File: src/rtl/xaui_sup_pkg.sv
// Shared definitions for the XAUI receive-link supervisor: state encoding,
// state width and the counter-width helper used to size the timers.
package xaui_sup_pkg;

    localparam int STATE_W = 3;

    typedef enum logic [STATE_W-1:0] {
        ST_LOOK  = 3'd0,
        ST_RESET = 3'd1,
        ST_WAIT  = 3'd2,
        ST_UP    = 3'd3,
        ST_FAULT = 3'd4
    } sup_state_e;

    // Bits needed to hold values 0..max_val; never less than one bit so that
    // a zero maximum still gives a legal vector width.
    function automatic int cnt_width(input int max_val);
        return (max_val < 1) ? 1 : $clog2(max_val + 1);
    endfunction

endpackage

File: src/rtl/xaui_sup_timer.sv
// Loadable down-counter with a done flag. Loading V makes done rise after
// V enabled cycles, so a phase that exits on done lasts V+1 cycles.
module xaui_sup_timer #(
    parameter int W = 4
) (
    input  logic         mgt_clk,
    input  logic         reset_n,
    input  logic         clear,
    input  logic         load,
    input  logic [W-1:0] load_value,
    input  logic         enable,
    output logic         done
);

    logic [W-1:0] count_reg;

    // Clear wins over load; decrement stops at zero.
    always_ff @(posedge mgt_clk or negedge reset_n) begin
        if (!reset_n) begin
            count_reg <= '0;
        end else if (clear) begin
            count_reg <= '0;
        end else if (load) begin
            count_reg <= load_value;
        end else if (enable && (count_reg != '0)) begin
            count_reg <= count_reg - 1'b1;
        end
    end

    assign done = (count_reg == '0);

endmodule

File: src/rtl/xaui_link_supervisor.sv
// Receive-link supervisor: watches lane sync, PLL lock and alignment, and
// drives stretched per-lane receive resets followed by a settle wait. The
// number of consecutive attempts is bounded, after which it latches FAULT.
module xaui_link_supervisor
    import xaui_sup_pkg::*;
#(
    parameter int N_LANES        = 4,
    parameter int WAIT_CYCLES    = 1 << 24,
    parameter int STRETCH_CYCLES = 15,
    parameter int MAX_RETRIES    = 15,
    parameter int PER_LANE_RESET = 1,
    parameter int CNT_W          = 16
) (
    input  logic               mgt_clk,
    input  logic               reset_n,
    input  logic               link_clear,
    input  logic [N_LANES-1:0] lane_sync,
    input  logic [N_LANES-1:0] rx_lock,
    input  logic               align_ok,
    output logic [N_LANES-1:0] mgt_rx_reset,
    output logic               link_up,
    output logic               fault,
    output logic [CNT_W-1:0]   retry_count,
    output logic [STATE_W-1:0] sup_state
);

    localparam int STR_W    = cnt_width(STRETCH_CYCLES);
    localparam int WAIT_W   = cnt_width(WAIT_CYCLES);
    localparam int CONSEC_W = cnt_width(MAX_RETRIES);

    // Timers are loaded with N-1 because the phase also spends the cycle
    // in which done is seen.
    localparam logic [STR_W-1:0]    STR_LOAD   = STR_W'(STRETCH_CYCLES - 1);
    localparam logic [WAIT_W-1:0]   WAIT_LOAD  = WAIT_W'(WAIT_CYCLES - 1);
    localparam logic [CONSEC_W-1:0] CONSEC_MAX = CONSEC_W'(MAX_RETRIES);

    sup_state_e          state_reg, state_next;
    logic [N_LANES-1:0]  mask_reg, mask_next;
    logic [CONSEC_W-1:0] consec_reg, consec_next;
    logic [CNT_W-1:0]    retry_reg, retry_next;
    logic [N_LANES-1:0]  rx_reset_reg;
    logic                link_up_reg;
    logic                fault_reg;

    logic [N_LANES-1:0]  lane_bad;
    logic [N_LANES-1:0]  fail_mask;
    logic                good;
    logic                str_load, wait_load;
    logic                str_done, wait_done;

    genvar gi;
    generate
        for (gi = 0; gi < N_LANES; gi++) begin : g_lane
            assign lane_bad[gi] = ~(lane_sync[gi] & rx_lock[gi]);
        end
    endgenerate

    assign good = (&lane_sync) & (&rx_lock) & align_ok;

    // An alignment-only failure has no culprit lane, so every lane is reset.
    assign fail_mask = ((PER_LANE_RESET == 0) || (lane_bad == '0)) ? '1 : lane_bad;

    xaui_sup_timer #(.W(STR_W)) u_stretch_timer (
        .mgt_clk    (mgt_clk),
        .reset_n    (reset_n),
        .clear      (link_clear),
        .load       (str_load),
        .load_value (STR_LOAD),
        .enable     (state_reg == ST_RESET),
        .done       (str_done)
    );

    xaui_sup_timer #(.W(WAIT_W)) u_wait_timer (
        .mgt_clk    (mgt_clk),
        .reset_n    (reset_n),
        .clear      (link_clear),
        .load       (wait_load),
        .load_value (WAIT_LOAD),
        .enable     (state_reg == ST_WAIT),
        .done       (wait_done)
    );

    // Next-state, mask capture and telemetry updates; link_clear overrides all.
    always_comb begin
        state_next  = state_reg;
        mask_next   = mask_reg;
        consec_next = consec_reg;
        retry_next  = retry_reg;
        str_load    = 1'b0;
        wait_load   = 1'b0;
        if (link_clear) begin
            state_next  = ST_LOOK;
            mask_next   = '0;
            consec_next = '0;
            retry_next  = '0;
        end else begin
            case (state_reg)
                ST_LOOK: begin
                    if (good) begin
                        state_next  = ST_UP;
                        consec_next = '0;
                    end else if ((MAX_RETRIES != 0) && (consec_reg == CONSEC_MAX)) begin
                        state_next = ST_FAULT;
                    end else begin
                        state_next = ST_RESET;
                        mask_next  = fail_mask;
                        str_load   = 1'b1;
                        if (consec_reg != CONSEC_MAX) consec_next = consec_reg + 1'b1;
                        if (retry_reg != '1)          retry_next  = retry_reg + 1'b1;
                    end
                end
                ST_RESET: begin
                    if (str_done) begin
                        state_next = ST_WAIT;
                        wait_load  = 1'b1;
                    end
                end
                ST_WAIT: begin
                    if (wait_done) state_next = ST_LOOK;
                end
                ST_UP: begin
                    if (!good) state_next = ST_LOOK;
                end
                ST_FAULT: begin
                    state_next = ST_FAULT;
                end
                default: begin
                    state_next = ST_LOOK;
                end
            endcase
        end
    end

    // State, telemetry and outputs; outputs are decoded from the next state so
    // they are registered and track the state register exactly.
    always_ff @(posedge mgt_clk or negedge reset_n) begin
        if (!reset_n) begin
            state_reg    <= ST_LOOK;
            mask_reg     <= '0;
            consec_reg   <= '0;
            retry_reg    <= '0;
            rx_reset_reg <= '0;
            link_up_reg  <= 1'b0;
            fault_reg    <= 1'b0;
        end else begin
            state_reg    <= state_next;
            mask_reg     <= mask_next;
            consec_reg   <= consec_next;
            retry_reg    <= retry_next;
            rx_reset_reg <= (state_next == ST_RESET) ? mask_next : '0;
            link_up_reg  <= (state_next == ST_UP);
            fault_reg    <= (state_next == ST_FAULT);
        end
    end

    assign mgt_rx_reset = rx_reset_reg;
    assign link_up      = link_up_reg;
    assign fault        = fault_reg;
    assign retry_count  = retry_reg;
    assign sup_state    = state_reg;

endmodule
File: config.mk
export PLATFORM = sky130hd
export DESIGN_NAME = xaui_link_supervisor
export DESIGN_NICKNAME = d
export VERILOG_FILES = /design/src/rtl/xaui_sup_pkg.sv /design/src/rtl/xaui_sup_timer.sv /design/src/rtl/xaui_link_supervisor.sv
export SDC_FILE = /design/constraint.sdc
export NUM_CORES = 1
export LEC_CHECK = 0
export CORE_MARGIN = 2
export CORE_UTILIZATION = 45
export DETAILED_ROUTE_END_ITERATION = 10
export HOLD_SLACK_MARGIN = 0.02
export PLACE_DENSITY = 0.67
export SYNTH_ARGS = -nofsm -noshare
export SYNTH_HDL_FRONTEND = slang
export SYNTH_SLANG_ARGS = --single-unit
File: constraint.sdc
create_clock -name mgt_clk -period 7.3 [get_ports mgt_clk]
set_clock_uncertainty 0.1 [all_clocks]
set_input_delay 1.095 -clock mgt_clk [delete_from_list [all_inputs] [get_ports mgt_clk]]
set_output_delay 1.095 -clock mgt_clk [all_outputs]
set_load 0.05 [all_outputs]
==> results of run 1 <==
-- cell families after synthesis --
logic type / after synthesis / synth area share (%)
AO/OA/AOI/OAI: 106 / 21.43
adder cells (fa/ha/maj): 5 / 1.832
XOR/XNOR: 4 / 1.026
flip-flops: 62 / 45.42
buffers and inverters: 33 / 4.286
AND/OR/NAND/NOR: 147 / 26.01
-- metal layers --
| metal | part of all wire, % | track usage (%) | vias to the layer above |
|---|---|---|---|
| met5 | 0 | 0 | - |
| met4 | 0.50 | 7.449 | 0 |
| met3 | 4.2 | 4.647 | 2 |
| met2 | 47 | 30.86 | 63 |
| met1 | 48 | 26.34 | 1448 |
| li1 | - | - | 1436 |
-- synth_stat cells, types with 3 or more instances --
| cell type | count |
|---|---|
| nor4_1 | 4 |
| inv_1 | 11 |
| a211oi_1 | 7 |
| buf_2 | 3 |
| and3_1 | 5 |
| nand2_1 | 22 |
| o31ai_1 | 24 |
| a31oi_1 | 20 |
| and2_1 | 9 |
| nand4_1 | 3 |
| a21oi_1 | 25 |
| nand3_1 | 11 |
| and4_1 | 4 |
| nor3_1 | 16 |
| ha_1 | 5 |
| or2_2 | 4 |
| nor2_1 | 15 |
| or3_1 | 10 |
| or4_1 | 23 |
| o21ai_0 | 11 |
| clkbuf_1 | 16 |
| nor3_2 | 3 |
| dfrtp_1 | 62 |
-- worst max-delay path: cells and delay by family --
kind	cells	cell delay, ns
AO/OA/AOI/OAI	1	0.15
buffers and inverters	1	0.41
AND/OR/NAND/NOR	4	1.80
-- per-stage QoR --
step / hold slack, ns / utilization (%) / setup slack, ns / total power [µW]
3_3_place_gp: 0.4424 / 52.01 / 3.747 / 1246
5_1_grt: 0.5063 / 54.84 / 3.822 / 1714
2_1_floorplan: 0.4101 / - / 4.536 / 1105
3_5_place_dp: 0.4429 / 52.01 / 3.650 / 1271
4_1_cts: 0.4620 / 54.84 / 4.033 / 1591
6_report: 0.4589 / 54.84 / 4.001 / 1582
-- how the worst max path moves through the flow --
stage / endpoint / depth (start not counted)
2_1_floorplan: u_stretch_timer.count_reg[3] / 6
3_3_place_gp: retry_count[10] / 6
3_5_place_dp: retry_count[14] / 6
4_1_cts: retry_count[14] / 6
5_1_grt: retry_count[14] / 6
6_report: retry_count[6] / 6
-- area by class of cell --
type | count | share of cell area [%]
clock buffer | 9 | 3.098
inverter | 11 | 1.033
multi-input combinational | 262 | 42.96
sequential | 62 | 38.80
clock inverter | 7 | 2.065
timing repair buffer | 37 | 8.949
tap | 99 | 3.098
-- power breakdown --
part	switching (µW)	leakage (µW)	internal (µW)	total, µW
registers	94.2	0.000840	437	531
clock network	153	0.0000980	162	315
logic	472	0.000609	264	736
==> impl_metrics.tcl, run 1 <==
set metrics [dict create \
    viasPerCell 6.055 \
    dr.pass1.iters 5 \
    post_cts_buffers 0 \
    worst_setup_path_start_kind "input port" \
    synth_cells 357 \
    cts.clk_slew.worst_paths_ns 0.08 \
    gp_congestion 0.7787 \
    grt_pass1_wl_mm 13.08 \
    path_cells "clkdlybuf4s50_1 > and4_1 > nand3_1 > nand2_1 > or4_1 > a21oi_1" \
    path_class "input port to flop" \
    max_freq_mhz 303.1 \
    synthTopCellsByArea "dfrtp_1 45%, o31ai_1 5.3%, or4_1 5.1%" \
    largest_register_ffs 25 \
    synthesis.nets 374 \
    dieArea_um2 8304 \
    peakVddDrop_uv 235.9 \
    critPathArrivalTime_ns 3.46 \
    synthFlopType "dfrtp_1" \
    setup_violations 0 \
    r2r-end "u_stretch_timer.count_reg[3]" \
    rsz0062_at_grt "no" \
    wl_mm 7.591 \
    synth_largest_area_cell "dfrtp_1" \
    reg2reg_slack_ns 4.21 \
    drv_slew 0 \
    r2r_start "u_stretch_timer.count_reg[0]" \
    port_buffers 36 \
    path_max_fanout 23 \
    drive_above_1_share_pct 10.05 \
    die_w_um 91.13 \
    yosys_warnings 0 \
    cts_resized 0 \
    status "completed" \
    ff_latch_area_um2 1551 \
    fin_crit_ns 3.299 \
    synth_area_um2 3416 \
    finalHoldViolCount 0 \
    cts_max_path_buffers 2 \
    grt_overflow 0 \
    startpoint "rx_lock[0]" \
    clk_latency_ns 0.35 \
    drv_cap 0 \
    multiInputGateArea_um2 1718 \
    num_vias 2949 \
    ctsHoldBuffers 0 \
    r2r_cells 7 \
    ys_seq_area_share_pct 45.42 \
    layout_commonest_cell "dfrtp_1" \
    holdPathEnd "u_wait_timer.count_reg[2]" \
    io_pins 37 \
    cp-end-kind "flop" \
    grt_util_all_layers_pct 19.61 \
    fin_cells 487 \
    dp_cells 471 \
    place_area_um2 3792 \
    hold-path-cell-count 1 \
    dpl.hpwl_mm 4.922 \
    wl_per_cell_um 15.59 \
    num-nets-final 400 \
    root_buffer "clkbuf_8" \
    ys_seq_elements 62 \
    htree_levels 3 \
    critPathMaxStageDelay_ns 0.66 \
    synth_cell_types 55 \
    areaGrowthSynthToFinish_pct 17.07 \
    cts_tree "yes" \
    final_cell_mix "62 x dfrtp_1, 34 x clkdlybuf4s50_1, 25 x a21oi_1" \
    grt_pass1_vias 2717 \
    start_util_pct 46.84 \
    core_um2 7292 \
    die_h_um 91.13 \
    crit_slowest_cell "or4_1" \
    synth_top_area_share_pct 45.42 \
    synth_enable_flop_cells 0 \
    required_ns 7.46 \
    power_density_nw_per_um2 395.7 \
    grt_max_degree 63 \
    postSynth.asyncResetShare_pct 100.0 \
    finalSetupTns_ns 0 \
    timing.final.crit_share_pct 45.20 \
    antenna_found_initial 0 \
    rows 31 \
    holdCritPathClass "flop to flop" \
    fillCellCount 689 \
    relSlewSlack_pct 20.94 \
    min_from "u_wait_timer.count_reg[2]" \
    design_area_um2 3999 \
    tightest_slew_ns 1.181 \
    cts.sinks 62 \
    leakagePower_uw 0.001547 \
    diodes 0 \
    numCtsBuffers 9 \
    drtIter0Drc 160 \
    ant_nets 0 \
    syn_avg_cell_area_um2 9.568 \
    drc_errors 0 \
]
(Power assumes the default switching activity.)
==> run 2, diff against run 1 <==
--- a/config.mk
+++ b/config.mk
@@ -9,7 +9,7 @@
 export CORE_UTILIZATION = 45
 export DETAILED_ROUTE_END_ITERATION = 10
 export HOLD_SLACK_MARGIN = 0.02
-export PLACE_DENSITY = 0.67
+export PLACE_DENSITY = 0.69
 export SYNTH_ARGS = -nofsm -noshare
 export SYNTH_HDL_FRONTEND = slang
 export SYNTH_SLANG_ARGS = --single-unit
==> constraint.sdc (replaced) <==
create_clock -name mgt_clk -period 2.7 [get_ports mgt_clk]
set_clock_uncertainty 0.1 [all_clocks]
set_input_delay 0.405 -clock mgt_clk [delete_from_list [all_inputs] [get_ports mgt_clk]]
set_output_delay 0.405 -clock mgt_clk [all_outputs]
set_load 0.05 [all_outputs]
==> run 2 against run 1 <==
  * Worst setup slack got worse by 3.9 ns
  * Sequential cell count unchanged
  * Count of clock-buffer cells in the layout increased by 3
  * Total power rose to 2.9 times the previous value
  * Critical path type is now flop to flop
  * Largest cell class unchanged
  * Highest routed layer unchanged
==> impl_metrics.tcl, run 2 (synthesized netlist as in run 1, its figures left out) <==
set metrics [dict create \
    diodes 0 \
    io_pins 37 \
    power_switching_uw 1978 \
    crit_buf_inv 1 \
    fin_crit_ns 2.562 \
    num_vias 3022 \
    dieArea_um2 8304 \
    worst_setup_path_start_kind "flop" \
    ant_nets 0 \
    cts_tree "yes" \
    place_area_um2 3940 \
    cts_max_path_buffers 2 \
    cp-end-kind "flop" \
    antenna_found_initial 0 \
    wl_mm 7.747 \
    cts.sinks 62 \
    clkPwrFrac_pct 18.4 \
    path_max_fanout 10 \
    power.total_uw 4526 \
    grt_overflow 0 \
    drive_above_1_share_pct 13.76 \
    finalHoldViolCount 0 \
    design_area_um2 4165 \
    drv_cap 0 \
    gp_congestion 0.7602 \
    peakVddDrop_uv 507.1 \
    root_buffer "clkbuf_8" \
    cp_common_cell "or4_4" \
    core_um2 7292 \
    dr.pass1.iters 4 \
    comb_power_share_pct 49.8 \
    areaGrowthSynthToFinish_pct 21.94 \
    path_cells "or4_4 > or4_4 > o31a_1 > buf_4 > a2111oi_4 > a221o_1" \
    setup_violations 0 \
    clk_latency_ns 0.34 \
    die_w_um 91.13 \
    crit_slowest_cell "or4_4" \
    cts.clk_slew.worst_paths_ns 0.07 \
    tightest_slew_ns 0.6299 \
    largest_register_ffs 25 \
    drc_errors 0 \
    grt_util_all_layers_pct 19.71 \
    start_util_pct 46.84 \
    critPathTopFamily "simple AND/OR/NAND/NOR gates" \
    timing.final.crit_share_pct 94.91 \
    viasPerCell 5.972 \
    critPathArrivalTime_ns 2.73 \
    grt_max_degree 63 \
    wl_per_cell_um 15.31 \
    dp_cells 489 \
    fin_cells 506 \
    grt_pass1_vias 2836 \
    drtIter0Drc 293 \
    max_freq_mhz 390.3 \
    power_density_nw_per_um2 1087 \
    required_ns 2.87 \
    drv_slew 0 \
    numCtsBuffers 9 \
    rows 31 \
    p_sw_share_pct 43.70 \
    leakagePower_uw 0.001651 \
    rsz0062_at_grt "no" \
    power_frac_seq_pct 31.8 \
    finalSetupTns_ns 0 \
    post_cts_buffers 0 \
    grt_pass1_wl_mm 13.32 \
    holdCritPathClass "input port to flop" \
    final_cell_mix "62 x dfrtp_1, 34 x clkdlybuf4s50_1, 25 x a21oi_1" \
    reg2reg_slack_ns 0.14 \
    die_h_um 91.13 \
    path_class "flop to flop" \
    dpl.hpwl_mm 5.147 \
    layout_commonest_cell "dfrtp_1" \
    relSlewSlack_pct 58.01 \
    p_int_uw 2548 \
    port_buffers 36 \
    status "completed" \
    num-nets-final 419 \
    critPathMaxStageDelay_ns 0.58 \
    htree_levels 3 \
]
-- run 2: tightest hold or removal path, cell delays in order --
cell and delay [ns]:
buf_2 0.10, nor2_1 0.07, o311ai_4 0.11, inv_1 0.05
-- run 2: final cells by class --
cell class	instances	area, µm²
timing repair buffer	56	515.5
multi-input combinational	262	1733
inverter	11	41.29
clock inverter	4	45.04
fill	682	3127
tap	99	123.9
sequential	62	1551
clock buffer	12	155.1
-- run 2: per-layer routing --
metal,GRT usage [%],part of all wire [%],vias up
met3,4.564,5.0,9
li1,-,-,1471
met4,8.207,1.1,0
met1,27.15,48,1469
met5,0,0,-
met2,29.94,46,73
-- run 2: final timing paths --
kind / to / depth (start not counted) / from
setup / recovery: u_stretch_timer.count_reg[3] / 6 / u_wait_timer.count_reg[7]
hold / removal: sup_state[0] / 4 / link_clear
setup reg to reg: u_stretch_timer.count_reg[3] / 6 / u_wait_timer.count_reg[7]
hold reg to reg: u_wait_timer.count_reg[2] / 1 / u_wait_timer.count_reg[2]
max in group asynchronous: fault / 3 / reset_n
min in group asynchronous: retry_count[1] / 3 / reset_n
-- run 2: stage by stage --
stage	hold slack, ns	utilization (%)	setup WS, ns
3_5_place_dp	0.3457	54.03	0.1482
6_report	0.3523	57.12	0.1376
3_3_place_gp	0.3438	54.03	0.1580
5_1_grt	0.3624	57.12	0.07121
4_1_cts	0.3266	56.91	0.1342
2_1_floorplan	0.009409	-	0.2518
-- run 2: power by group through the flow --
stage	Sequential, µW	Clock, µW	Combinational [µW]
floorplan	1550	0	1440
global placement	1440	0	2130
detailed placement	1450	0	2200
CTS	1440	854	2210
global route	1490	890	2490
finish	1440	832	2250
-- run 2: timing repair --
action / 4_1_cts / 5_1_grt
setup endpoints to repair: 0 / 1
gates resized for setup: 0 / 2
hold endpoints to repair: 62 / 0
hold buffers: 1 / 0
